<file path="src/rtl/instr_fetch.sv">
// Instruction fetch unit: assembles 32-bit words from a byte-wide program memory
// (MSB first) into a small prefetch FIFO consumed by the decoder over valid/ready.
//
// state | meaning
// IDLE  | no request outstanding, waiting for FIFO space
// FETCH | mem_req high, collecting byte idx_q of the word at ptr_q
// DRAIN | redirect arrived with a request pending; swallow the stale response
module instr_fetch #(
    parameter int unsigned ADDR_SIZE  = 16,
    parameter int unsigned DEPTH      = 4,
    parameter int unsigned RESET_ADDR = 0
) (
    input  logic                 clk,
    input  logic                 rstn,
    output logic                 mem_req,
    output logic [ADDR_SIZE+1:0] mem_addr,
    input  logic [7:0]           mem_data,
    input  logic                 mem_valid,
    output logic [31:0]          instr,
    output logic [ADDR_SIZE-1:0] instr_addr,
    output logic                 instr_valid,
    input  logic                 instr_ready,
    input  logic                 redirect,
    input  logic [ADDR_SIZE-1:0] redirect_addr
);
    localparam int unsigned PW = (DEPTH > 1) ? $clog2(DEPTH) : 1;
    localparam int unsigned CW = $clog2(DEPTH + 1);
    localparam logic [CW-1:0] CNT_MAX = CW'(DEPTH);
    localparam logic [ADDR_SIZE-1:0] RST_PTR = ADDR_SIZE'(RESET_ADDR);

    typedef enum logic [1:0] {IDLE, FETCH, DRAIN} state_t;

    state_t                 state_q, state_d;
    logic                   mem_req_q, mem_req_d;
    logic [ADDR_SIZE+1:0]   mem_addr_q, mem_addr_d;
    logic [1:0]             idx_q, idx_d;
    logic [ADDR_SIZE-1:0]   ptr_q, ptr_d;
    logic [23:0]            part_q, part_d;
    logic [PW-1:0]          rd_q, rd_d, wr_q, wr_d;
    logic [CW-1:0]          cnt_q, cnt_d, cnt_after;
    logic [31:0]            last_instr_q, last_instr_d;
    logic [ADDR_SIZE-1:0]   last_addr_q, last_addr_d;
    logic [31:0]            fifo_instr_q [DEPTH];
    logic [ADDR_SIZE-1:0]   fifo_addr_q  [DEPTH];
    logic                   push, pop, accept;

    assign mem_req     = mem_req_q;
    assign mem_addr    = mem_addr_q;
    assign instr_valid = (cnt_q != '0);
    // Outputs hold the last presented head once the FIFO empties or is flushed
    assign instr       = instr_valid ? fifo_instr_q[rd_q] : last_instr_q;
    assign instr_addr  = instr_valid ? fifo_addr_q[rd_q]  : last_addr_q;
    assign accept      = mem_req_q & mem_valid;

    always_comb begin
        state_d      = state_q;
        mem_req_d    = mem_req_q;
        mem_addr_d   = mem_addr_q;
        idx_d        = idx_q;
        ptr_d        = ptr_q;
        part_d       = part_q;
        last_instr_d = instr;
        last_addr_d  = instr_addr;
        push         = 1'b0;
        pop          = instr_valid & instr_ready;
        cnt_after    = cnt_q + CW'(1) - CW'(pop);

        case (state_q)
            IDLE: begin
                if (cnt_q < CNT_MAX) begin
                    state_d    = FETCH;
                    mem_req_d  = 1'b1;
                    idx_d      = 2'd0;
                    mem_addr_d = {ptr_q, 2'b00};
                end
            end
            FETCH: begin
                if (accept) begin
                    case (idx_q)
                        2'd0:    part_d[23:16] = mem_data;
                        2'd1:    part_d[15:8]  = mem_data;
                        2'd2:    part_d[7:0]   = mem_data;
                        default: push          = 1'b1;
                    endcase
                    if (idx_q == 2'd3) begin
                        ptr_d      = ptr_q + ADDR_SIZE'(1);
                        idx_d      = 2'd0;
                        mem_addr_d = {ptr_d, 2'b00};
                        if (cnt_after >= CNT_MAX) begin
                            state_d   = IDLE;
                            mem_req_d = 1'b0;
                        end
                    end else begin
                        idx_d      = idx_q + 2'd1;
                        mem_addr_d = {ptr_q, idx_d};
                    end
                end
            end
            DRAIN: begin
                if (mem_valid) begin
                    state_d    = FETCH;
                    idx_d      = 2'd0;
                    mem_addr_d = {ptr_q, 2'b00};
                end
            end
            default: begin
                state_d   = IDLE;
                mem_req_d = 1'b0;
            end
        endcase

        wr_d  = push ? wr_q + PW'(1) : wr_q;
        rd_d  = pop  ? rd_q + PW'(1) : rd_q;
        cnt_d = cnt_q + CW'(push) - CW'(pop);

        if (redirect) begin
            push   = 1'b0;
            rd_d   = '0;
            wr_d   = '0;
            cnt_d  = '0;
            ptr_d  = redirect_addr;
            part_d = '0;
            idx_d  = 2'd0;
            if (mem_req_q && !mem_valid) begin
                state_d    = DRAIN;
                mem_req_d  = 1'b1;
                mem_addr_d = mem_addr_q;
            end else begin
                state_d    = FETCH;
                mem_req_d  = 1'b1;
                mem_addr_d = {redirect_addr, 2'b00};
            end
        end
    end

    always_ff @(posedge clk or negedge rstn) begin
        if (!rstn) begin
            state_q      <= IDLE;
            mem_req_q    <= 1'b0;
            mem_addr_q   <= {RST_PTR, 2'b00};
            idx_q        <= 2'd0;
            ptr_q        <= RST_PTR;
            part_q       <= '0;
            rd_q         <= '0;
            wr_q         <= '0;
            cnt_q        <= '0;
            last_instr_q <= '0;
            last_addr_q  <= '0;
        end else begin
            state_q      <= state_d;
            mem_req_q    <= mem_req_d;
            mem_addr_q   <= mem_addr_d;
            idx_q        <= idx_d;
            ptr_q        <= ptr_d;
            part_q       <= part_d;
            rd_q         <= rd_d;
            wr_q         <= wr_d;
            cnt_q        <= cnt_d;
            last_instr_q <= last_instr_d;
            last_addr_q  <= last_addr_d;
        end
    end

    always_ff @(posedge clk) begin
        if (push) begin
            fifo_instr_q[wr_q] <= {part_q, mem_data};
            fifo_addr_q[wr_q]  <= ptr_q;
        end
    end
endmodule

</file>
<file path="config.mk">
export PLATFORM = sky130hd
export DESIGN_NAME = instr_fetch
export DESIGN_NICKNAME = d
export VERILOG_FILES = /design/src/rtl/instr_fetch.sv
export SDC_FILE = /design/constraint.sdc
export NUM_CORES = 1
export LEC_CHECK = 0
export CAP_MARGIN = 20
export CORE_AREA = 3 3 208 149
export DETAILED_ROUTE_END_ITERATION = 16
export DIE_AREA = 0 0 211 152
export GPL_TIMING_DRIVEN = 0
export PLACE_DENSITY_LB_ADDON = 0.12
export SYNTH_ARGS = -nofsm -noshare
export SYNTH_HDL_FRONTEND = slang
export SYNTH_SLANG_ARGS = --single-unit
export TNS_END_PERCENT = 1
</file>
<file path="constraint.sdc">
create_clock -name clk -period 6 [get_ports clk]
set_input_delay 1.8 -clock clk [delete_from_list [all_inputs] [get_ports clk]]
set_output_delay 1.8 -clock clk [all_outputs]
set_load 0.01 [all_outputs]
</file>
==> metrics.md <==
| Metric | Value |
|---|---|
| M1 GR Usage | `0.2571` |
| Synth Cell Area | `0.01242 mm2` |
| Initial antenna violation count | `0` |
| Hold buffer count at CTS | `0` |
| Critical path class | `flip-flop to output port` |
| Maximum vdd ir drop | `0.2366 mV` |
| Pre-Repair DR Iteration Count | `4` |
| WP depth | `5` |
| Vias in the first global route | `7301` |
| Post-cts sizing count | `0` |
| Worst Skew | `0.01175 ns` |
| DR WL/cell | `21.60 um` |
| Grt total ovfl | `0` |
| Clock sink total | `310` |
| Routed Antenna Nets | `0` |
| Filler instances | `2371` |
| Mapped Avg Cell Area | `16.67 um2` |
| DPL Wire Length | `17.33 mm` |
| Layout cells sized above 1 | `0.1940` |
| Multi-input gate area | `0.003505 mm2` |
| Worst-margin pin slew | `0.8332 ns` |
| Cts bufs inserted | `30` |
| First-pass GRT wire length | `43.06 mm` |
| H-tree lvl count | `1` |
| Largest net degree at the start of global routing | `93` |
| Post-CTS Setup Bufs | `0` |
| FMAX | `204.8 MHz` |
| Fraction of registers with async set/reset | `0.3806` |
| Met2 Usage GRT | `0.2733` |
| RSZ-0062 raised after global routing | `no` |
| Register Area | `0.008718 mm2` |
| CP Buf/Inv Count | `3` |
| Sequential Power Share | `0.396` |
| Post-synth EDFFs | `192` |
| Worst-skew pair later-pin latency | `0.56 ns` |
| Routability Congestion | `0.7824` |
| Remaining DRCs | `0` |
| Reg2reg path depth | `7` |
| Tmin final | `4.882 ns` |
| Die width | `211 um` |
| Final Core Density | `0.5145` |
| Leakage | `5.381 nW` |
| Routed WL | `27.54 mm` |
| Synth Flop Type | `edfxtp_1` |
| Slowest CP cell | `buf_1` |
| Crit end category | `output port` |
| Top delay family on crit path | `buffers and inverters` |
| Unique cell type count in the Yosys netlist | `51` |
| GR peak layer | `met2` |
| Crit path DAT | `3.08 ns` |
| P per Cell Area | `460.8 mW/mm2` |
| Yosys top cell by area | `edfxtp_1` |
| Worst path cell trace | `buf_2 > buf_1 > mux4_2 > mux2_2 > clkdlybuf4s50_1` |
| Crit start category | `flip-flop` |
| Syn Inst Count | `745` |
| Critical path's largest stage delay | `0.53 ns` |
| Max_slew headroom | `0.4446` |
| Net Sw Power | `1.973 mW` |
| Setup-failing EPs final | `0` |
| Fin crit share | `0.8136` |
| Initial core utilization | `0.4289` |
| Worst-path clk slew | `0.07 ns` |
| Root Driver | `clkbuf_16` |
| Synth area leaders | `edfxtp_1 (46%), dfrtp_1 (24%), mux4_2 (8.7%)` |
| Worst EP required | `4.20 ns` |
| Flop and latch count out of synthesis | `310` |
| Via/cell ratio | `5.256` |
| Status | `finished clean` |
| All-Layer GR Usage | `0.1736` |
| Core area | `0.02895 mm2` |
| CTS max path bufs | `3` |
| Post-synthesis sequential area ratio | `0.7021` |
| Internal power | `4.891 mW` |
| Fin area | `0.01490 mm2` |
| Final Net Count | `918` |
| Ys Warns | `0` |
| DR iter-0 viols | `415` |
| Comb power frac | `0.324` |
| Die area | `0.03207 mm2` |
| Post-Syn Nets | `790` |
| Cell Area, Placed | `0.01388 mm2` |
| # IOs | `97` |
| Via count | `6702` |
| Crit path max fanout | `10` |
| Hold WS | `0.4832 ns` |
| Met3 Usage GRT | `0.03009` |
| Area delta synth->final | `19.96%` |
| CTS tree | `built` |
| Max-slew violations | `0` |
| Sw frac | `0.2875` |
| Max-cap violations | `0` |
| Antenna diodes | `0` |
| Worst hold stages | `1` |
| Yosys top cell area share | `0.4643` |
| Clock power frac | `0.280` |
| Hold Violations, Final | `0` |
| Site Rows | `52` |
| Die H | `152 um` |
| I/O Buffers | `95` |
| Most frequent cell after synthesis | `edfxtp_1` |
| Synth top cells by count | `edfxtp_1 (192), dfrtp_1 (118), nand2_1 (81)` |
| Hold Path Class | `flip-flop to flip-flop` |
==> worst register-to-register path: stages (launching register included) <==
cell and delay [ns]:
dfrtp_1 0.41, inv_1 0.10, ha_1 0.30, and3_1 0.19
clkbuf_1 0.32, nand2_1 0.24, nor2_1 0.26, and2_4 0.75
==> per-layer routing <==
metal | part of all wire | vias to the layer above | wire length, um
met5 | 0 | - | 0
met4 | 0.017 | 0 | 461
met3 | 0.051 | 31 | 1410
met2 | 0.47 | 120 | 12940
met1 | 0.46 | 3505 | 12730
li1 | - | 3046 | -
==> state kept, by name, summed over array words and instances (netlist names) <==
register,cells
mem_addr,18
last_addr_q,16
part_q,24
state_q,2
fifo_instr_q,128
wr_q,2
mem_req,1
rd_q,2
fifo_addr_q,64
cnt_q,3
ptr_q,16
last_instr_q,32
idx_q,2
==> per-stage QoR <==
stage          setup WS (ns)  power (mW)  TNS, ns  cells
3_5_place_dp           1.349       5.030        0   1219
4_1_cts                1.047       6.966        0   1275
5_1_grt               0.9866       7.212        0   1275
6_report               1.118       6.864        0   1275
2_1_floorplan          1.994       3.958        0    745
3_3_place_gp          -1.965       4.975  -230.17   1218
==> path summary, 6_finish.rpt <==
check / from / end / slack, ns
worst max register to register: state_q[1] / fifo_addr_q[2][8] / 3.03
max in group asynchronous: rstn / last_instr_q[25] / 4.09
worst min register to register: last_addr_q[8] / last_addr_q[8] / 0.48
worst min-delay path: last_addr_q[8] / last_addr_q[8] / 0.48
worst max-delay path: rd_q[1] / instr_addr[2] / 1.12
min in group asynchronous: rstn / last_addr_q[10] / 1.12
==> power by group through the flow <==
| stage | Combinational [mW] | Clock (mW) | Sequential, mW |
|---|---|---|---|
| 6_report | 2.23 | 1.92 | 2.72 |
| 5_1_grt | 2.40 | 2.06 | 2.75 |
| 4_1_cts | 2.28 | 1.96 | 2.72 |
| 3_5_place_dp | 2.27 | 0 | 2.76 |
| 3_3_place_gp | 2.23 | 0 | 2.74 |
| 2_1_floorplan | 1.22 | 0 | 2.74 |
==> logic make-up after synthesis <==
logic type	share of synthesized area
xor+xnor	0.02328
buf+inv	0.01642
mux	0.1433
simple gates	0.06076
fa+ha+maj	0.01673
flops	0.7021
compound gates	0.03738
==> layout by cell type, fill, tap and decap left out, types with 3 or more instances in the layout <==
master	n
and2_1	5
clkbuf_8	4
a21o_1	6
o21ai_0	5
o21ai_1	11
ha_1	15
buf_6	3
mux4_2	48
clkdlybuf4s50_1	94
buf_2	13
clkinvlp_4	3
mux2i_1	9
a211oi_1	4
clkinv_2	5
xnor2_1	17
nand3_1	9
o31ai_1	4
clkbuf_16	31
edfxtp_1	192
a21oi_1	35
clkbuf_1	16
mux2_2	45
bufinv_16	3
nor3_1	9
nor2_1	21
buf_1	9
dfrtp_1	118
mux2_1	9
xor2_1	16
inv_1	12
nand2_1	81
and3_1	6
and2_4	4
==> cell type report <==
| type | count | share of cell area |
|---|---|---|
| multi-input combinational | 389 | 0.2353 |
| buffer | 33 | 0.01042 |
| clock inverter | 14 | 0.01067 |
| clock buffer | 42 | 0.05754 |
| sequential | 310 | 0.5853 |
| inverter | 13 | 0.003276 |
| timing repair buffer | 96 | 0.06577 |
| tap | 378 | 0.03175 |
Power figures use the tool's default switching activity.
